### config.mk
export PLATFORM = sky130hd
export DESIGN_NAME = tanh_inv_search_4bit
export DESIGN_NICKNAME = d
export VERILOG_FILES = /design/src/rtl/tanh_inv_search_4bit.sv
export SDC_FILE = /design/constraint.sdc
export NUM_CORES = 1
export LEC_CHECK = 0
export BUFFER_PORTS_ARGS = -buffer_cell sky130_fd_sc_hd__buf_2
export CAP_MARGIN = 20
export CORE_MARGIN = 8
export CORE_UTILIZATION = 50
export DETAILED_ROUTE_END_ITERATION = 8
export PLACE_DENSITY = 0.7
export SLEW_MARGIN = 20
export SYNTH_ARGS = -nofsm -noshare
export SYNTH_HDL_FRONTEND = slang
export SYNTH_SLANG_ARGS = --single-unit
### constraint.sdc
create_clock -name clk -period 9.9 [get_ports clk]
set_input_delay 2.475 -clock clk [delete_from_list [all_inputs] [get_ports clk]]
set_output_delay 2.475 -clock clk [all_outputs]
set_load 0.1 [all_outputs]
### src/rtl/tanh_inv_search_4bit.sv
`default_nettype none
// ============================================================================
// Module   : tanh_inv_search_4bit
// Purpose  : Sequential inverse of the 4-bit approximate tanh mapping. For a
//            target output code y, every input code x = 0..15 is evaluated
//            one per cycle through the forward mapping f(x). The block
//            returns the best-matching x, its error |f(x) - y| and the number
//            of exact preimages.
// Ports    : clk        - clock, rising edge
//            rst_n      - asynchronous active-low reset
//            req_valid  - request present          (in)
//            req_ready  - request accepted, IDLE   (out)
//            req_code   - target output code y     (in, 4b)
//            rsp_valid  - response present, DONE   (out)
//            rsp_ready  - consumer takes response  (in)
//            rsp_x      - selected input code      (out, 4b)
//            rsp_err    - |f(rsp_x) - y|           (out, 4b)
//            rsp_exact  - rsp_err == 0             (out)
//            rsp_count  - number of exact x        (out, 5b, 0..16)
// Params   : PREFER_HIGH - 0 keeps lowest x on error ties, 1 keeps highest
// Revision : 1.0 - initial release
// ============================================================================
module tanh_inv_search_4bit #(
    parameter logic PREFER_HIGH = 1'b0
) (
    input  logic       clk,
    input  logic       rst_n,
    input  logic       req_valid,
    output logic       req_ready,
    input  logic [3:0] req_code,
    output logic       rsp_valid,
    input  logic       rsp_ready,
    output logic [3:0] rsp_x,
    output logic [3:0] rsp_err,
    output logic       rsp_exact,
    output logic [4:0] rsp_count
);

    typedef enum logic [1:0] {
        IDLE = 2'd0,
        SCAN = 2'd1,
        DONE = 2'd2
    } state_t;

    state_t     state_q;
    logic [3:0] y_q;
    logic [3:0] idx_q;
    logic [3:0] best_x_q;
    logic [3:0] best_err_q;
    logic [4:0] count_q;

    logic       req_ready_q;
    logic       rsp_valid_q;
    logic [3:0] rsp_x_q;
    logic [3:0] rsp_err_q;
    logic       rsp_exact_q;
    logic [4:0] rsp_count_q;

    // ------------------------------------------------------------------
    // Candidate evaluation for the current scan index
    // ------------------------------------------------------------------
    logic       w_a;
    logic [3:0] w_f;
    logic [4:0] w_diff;
    logic [3:0] w_d;
    logic       w_take;
    logic [3:0] best_x_d;
    logic [3:0] best_err_d;
    logic [4:0] count_d;

    assign w_a = idx_q[1] & ~(idx_q[0] & ~idx_q[3]);
    assign w_f = {w_a, (idx_q[2] & idx_q[1]) | w_a, idx_q[0], idx_q[0]};

    // 5-bit two's-complement difference; magnitude never exceeds 15, so the
    // low nibble of the negated value is the exact absolute error.
    assign w_diff = {1'b0, w_f} - {1'b0, y_q};
    assign w_d    = w_diff[4] ? (~w_diff[3:0] + 4'd1) : w_diff[3:0];

    // Ascending scan: strict compare keeps the first (lowest) tie, non-strict
    // lets later (higher) ties overwrite.
    assign w_take     = PREFER_HIGH ? (w_d <= best_err_q) : (w_d < best_err_q);
    assign best_x_d   = w_take ? idx_q : best_x_q;
    assign best_err_d = w_take ? w_d   : best_err_q;
    assign count_d    = count_q + {4'd0, (w_d == 4'd0)};

    // ------------------------------------------------------------------
    // Control FSM with registered handshake and response outputs
    // ------------------------------------------------------------------
    always_ff @(posedge clk or negedge rst_n) begin
        if (!rst_n) begin
            state_q     <= IDLE;
            y_q         <= 4'd0;
            idx_q       <= 4'd0;
            best_x_q    <= 4'd0;
            best_err_q  <= 4'hF;
            count_q     <= 5'd0;
            req_ready_q <= 1'b1;
            rsp_valid_q <= 1'b0;
            rsp_x_q     <= 4'd0;
            rsp_err_q   <= 4'd0;
            rsp_exact_q <= 1'b0;
            rsp_count_q <= 5'd0;
        end else begin
            case (state_q)
                IDLE: begin
                    if (req_valid && req_ready_q) begin
                        y_q         <= req_code;
                        idx_q       <= 4'd0;
                        best_x_q    <= 4'd0;
                        best_err_q  <= 4'hF;
                        count_q     <= 5'd0;
                        req_ready_q <= 1'b0;
                        state_q     <= SCAN;
                    end
                end
                SCAN: begin
                    best_x_q   <= best_x_d;
                    best_err_q <= best_err_d;
                    count_q    <= count_d;
                    if (idx_q == 4'd15) begin
                        // Last candidate: publish the updated result directly
                        rsp_x_q     <= best_x_d;
                        rsp_err_q   <= best_err_d;
                        rsp_exact_q <= (best_err_d == 4'd0);
                        rsp_count_q <= count_d;
                        rsp_valid_q <= 1'b1;
                        state_q     <= DONE;
                    end else begin
                        idx_q <= idx_q + 4'd1;
                    end
                end
                DONE: begin
                    if (rsp_ready) begin
                        rsp_valid_q <= 1'b0;
                        req_ready_q <= 1'b1;
                        state_q     <= IDLE;
                    end
                end
                default: begin
                    rsp_valid_q <= 1'b0;
                    req_ready_q <= 1'b1;
                    state_q     <= IDLE;
                end
            endcase
        end
    end

    assign req_ready = req_ready_q;
    assign rsp_valid = rsp_valid_q;
    assign rsp_x     = rsp_x_q;
    assign rsp_err   = rsp_err_q;
    assign rsp_exact = rsp_exact_q;
    assign rsp_count = rsp_count_q;

endmodule
`default_nettype wire

==> flow_summary.toml <==
[worst_setup_path]
slowest_stage = "dfrtp_1"
reg2reg_to = "rsp_exact"
critical_path.cell_chain = "a21oi_1 > a21o_1 > ha_1 > and3b_1 > or3_4 > and2_1 > xnor2_1 > ha_1 > a21oi_1 > nand2_1 > a2111oi_0 > o221ai_1 > o31ai_1"
rrSetupSlack_ps = 6080
worstPathRequired_ps = 10090
crit_start = "idx_q[0]"
start_kind = "register"
cp.arrival_ps = 4010
r2r-start = "idx_q[0]"
critPathKind = "register to register"
cp-end-kind = "register"
r2r_cells = 13
cp.buffers_inverters = 0
cpLargestDelayFamily = "compound AO/OA/AOI/OAI gates"
cp.depth = 13
cpPeakStageDelay_ps = 500
crit_end = "rsp_exact"
critical_path.max_fanout = 7

[drt]
num_vias = 1599
wl_mm = 4.178
drt-initial-drc-count = 141
ant_nets = 0
wl_per_cell_um = 14.31
vias_per_cell = 5.476
drcViolationCount = 0
drt-pass1-iter-count = 4

[floorplan]
die_width_um = 80.43
pin_count = 24
placeableCoreArea_sq_um = 4000
start_util_pct = 51.89
row_count = 23
dieArea_sq_um = 6469
die_h_um = 80.43

[place]
dp_hpwl_mm = 3.128
portBuffers = 23
dpl_cell_area_sq_um = 2236
globalplace.congestion = 0.8540

[global_routing]
grt_pass1_wl_mm = 7.093
grt_pass1_vias = 1480
gr-total-overflow = 0
grt_max_degree = 40
antenna_found_initial = 0
grt_use_total_pct = 13.90

[clocking]
cts.root.buffer_cell = "clkbuf_8"
cts.clk_slew.worst_paths_ps = 70
cts_made_buffers = 5
cts_resized = 0
htreeDepth = 2
clockBufferDepth = 2
clock_sinks = 39
worstSkewPairLatency_ps = 290
cts_tree = "done"
post-cts-setup-buffer-count = 0
ctsHoldBuffers = 0

[yosys]
syn_inst = 217
syn-cell-area_sq_um = 2076
synth_top_area_cell = "dfrtp_1"
synth_enable_flop_cells = 0
synth_top_area_share_pct = 40.99
async_reset_ff_share_pct = 100.0
ys_seq_area_share_pct = 47.32
synth_flop_cell = "dfrtp_1"
syn-mean-instance-area_sq_um = 9.566
synth_most_common_cell = "nand2_1"
ys_ff_latch = 39
yosys-top-cells-count = "39 x nand2_1, 34 x dfrtp_1, 22 x o21ai_0"
ys_top_cells_by_area = "dfrtp_1 41%, nand2_1 7.1%, ha_1 6.6%"
yosysWarnings = 0
syn_nets = 237
ys_types = 44

[sta]
relSlewSlack_pct = 43.99
worst_slew_pin_slew_ps = 840.2
fin_crit_sh_pct = 38.58
skew_ps = 6.234
finalCriticalPeriod_ps = 3820
grt_setup_unrepaired = "false"
finalSetupTns_ps = 0
setup-violations-final = 0
drv_slew = 0
finalHoldViolCount = 0
fmax_ghz = 0.2618

[cells_and_area]
final_layout_size_suffix_gt1_share_pct = 17.77
areaGrowthSynthToFinish_pct = 11.63
fillCellCount = 380
design_area_sq_um = 2317
fin_util_pct = 57.93
num_antenna_cells = 0
nNetsFinal = 261

[min_path]
holdCritPathClass = "register to register"

[status]
outcome = "completed"

[flow_run]
maxCapViolCount = 0
-- worst min-delay path: cells and delay by family, from the launching register on --
family	cells	cell delay, ps
AND/OR/NAND/NOR	1	40
flip-flops	1	340
AO/OA/AOI/OAI	1	60
-- worst min-delay path by stage --
stage	from	to	slack, ps	cells after the start
2_1_floorplan	best_x_q[0]	best_x_q[0]	470	1
4_1_cts	rsp_count[0]	rsp_count[0]	480	2
5_1_grt	rsp_x[3]	rsp_x[3]	500	2
3_5_place_dp	rsp_count[0]	rsp_count[0]	460	2
6_report	rsp_count[3]	rsp_count[3]	470	2
3_3_place_gp	rsp_count[1]	rsp_count[1]	450	2
-- cells by family after synthesis --
logic type	share of synthesized area (%)
buf+inv	3.858
simple gates	15.73
mux	3.496
fa+ha+maj	7.595
xor+xnor	2.532
flops	47.32
compound gates	19.47
-- cell type report --
type	instances	area, sq um	area share (%)
Tap cell	50	62.56	2.700
Timing Repair Buffer	24	122.6	5.292
Clock buffer	7	76.32	3.294
Sequential cell	39	982.2	42.39
Clock inverter	1	5.005	0.2160
Inverter	13	48.80	2.106
Multi-Input combinational cell	158	1020	44.01
-- flip-flops by register name, indices dropped and copies added (netlist names) --
signal and flops:
count_q 5, rsp_count 5, best_err_q 4, best_x_q 4
idx_q 4, rsp_err 4, rsp_x 4, y_q 4
state_q 2, req_ready 1, rsp_exact 1, rsp_valid 1
-- metal layers --
layer  wire, um  track usage, %  part of all wire, %  up-vias
met2       1812           20.29                   43       42
li1           -               -                    -      806
met3        245           3.460                  5.9       10
met1       2037           19.09                   49      741
met5          0               0                    0        -
met4         82           5.636                  2.0        0
-- layout by cell type (no fill, tap or decap), drive strengths merged, types with 2 or more instances in the layout --
| master | synthesis | layout |
|---|---|---|
| nand2 | 39 | 39 |
| dfrtp | 34 | 34 |
| buf | 2 | 24 |
| o21ai | 22 | 22 |
| nor2 | 13 | 13 |
| inv | 13 | 13 |
| ha | 11 | 11 |
| a21oi | 10 | 10 |
| clkbuf | 5 | 7 |
| a21o | 6 | 6 |
| mux2i | 5 | 5 |
| dfstp | 5 | 5 |
| nand3 | 4 | 4 |
| a22o | 4 | 4 |
| nand2b | 3 | 3 |
| xor2 | 3 | 3 |
| and2 | 3 | 3 |
| xnor2 | 3 | 3 |
| o22ai | 3 | 3 |
| o22a | 3 | 3 |
| a211oi | 3 | 3 |
| and3 | 2 | 2 |
| mux2 | 2 | 2 |
| o21a | 2 | 2 |
| or3 | 2 | 2 |
-- metrics by stage --
stage / setup WS [ps] / hold slack [ps] / std cells
6_report: 6080 / 472.8 / 292
5_1_grt: 5818 / 504.5 / 292
4_1_cts: 6108 / 479.9 / 292
3_5_place_dp: 6117 / 461.3 / 284
3_3_place_gp: 6183 / 453.4 / 284
2_1_floorplan: 6444 / 465.8 / 217
Power is left out: the tool's default activity adds up to more than one toggle a clock period on the data nets, which glitch-free logic cannot reach.
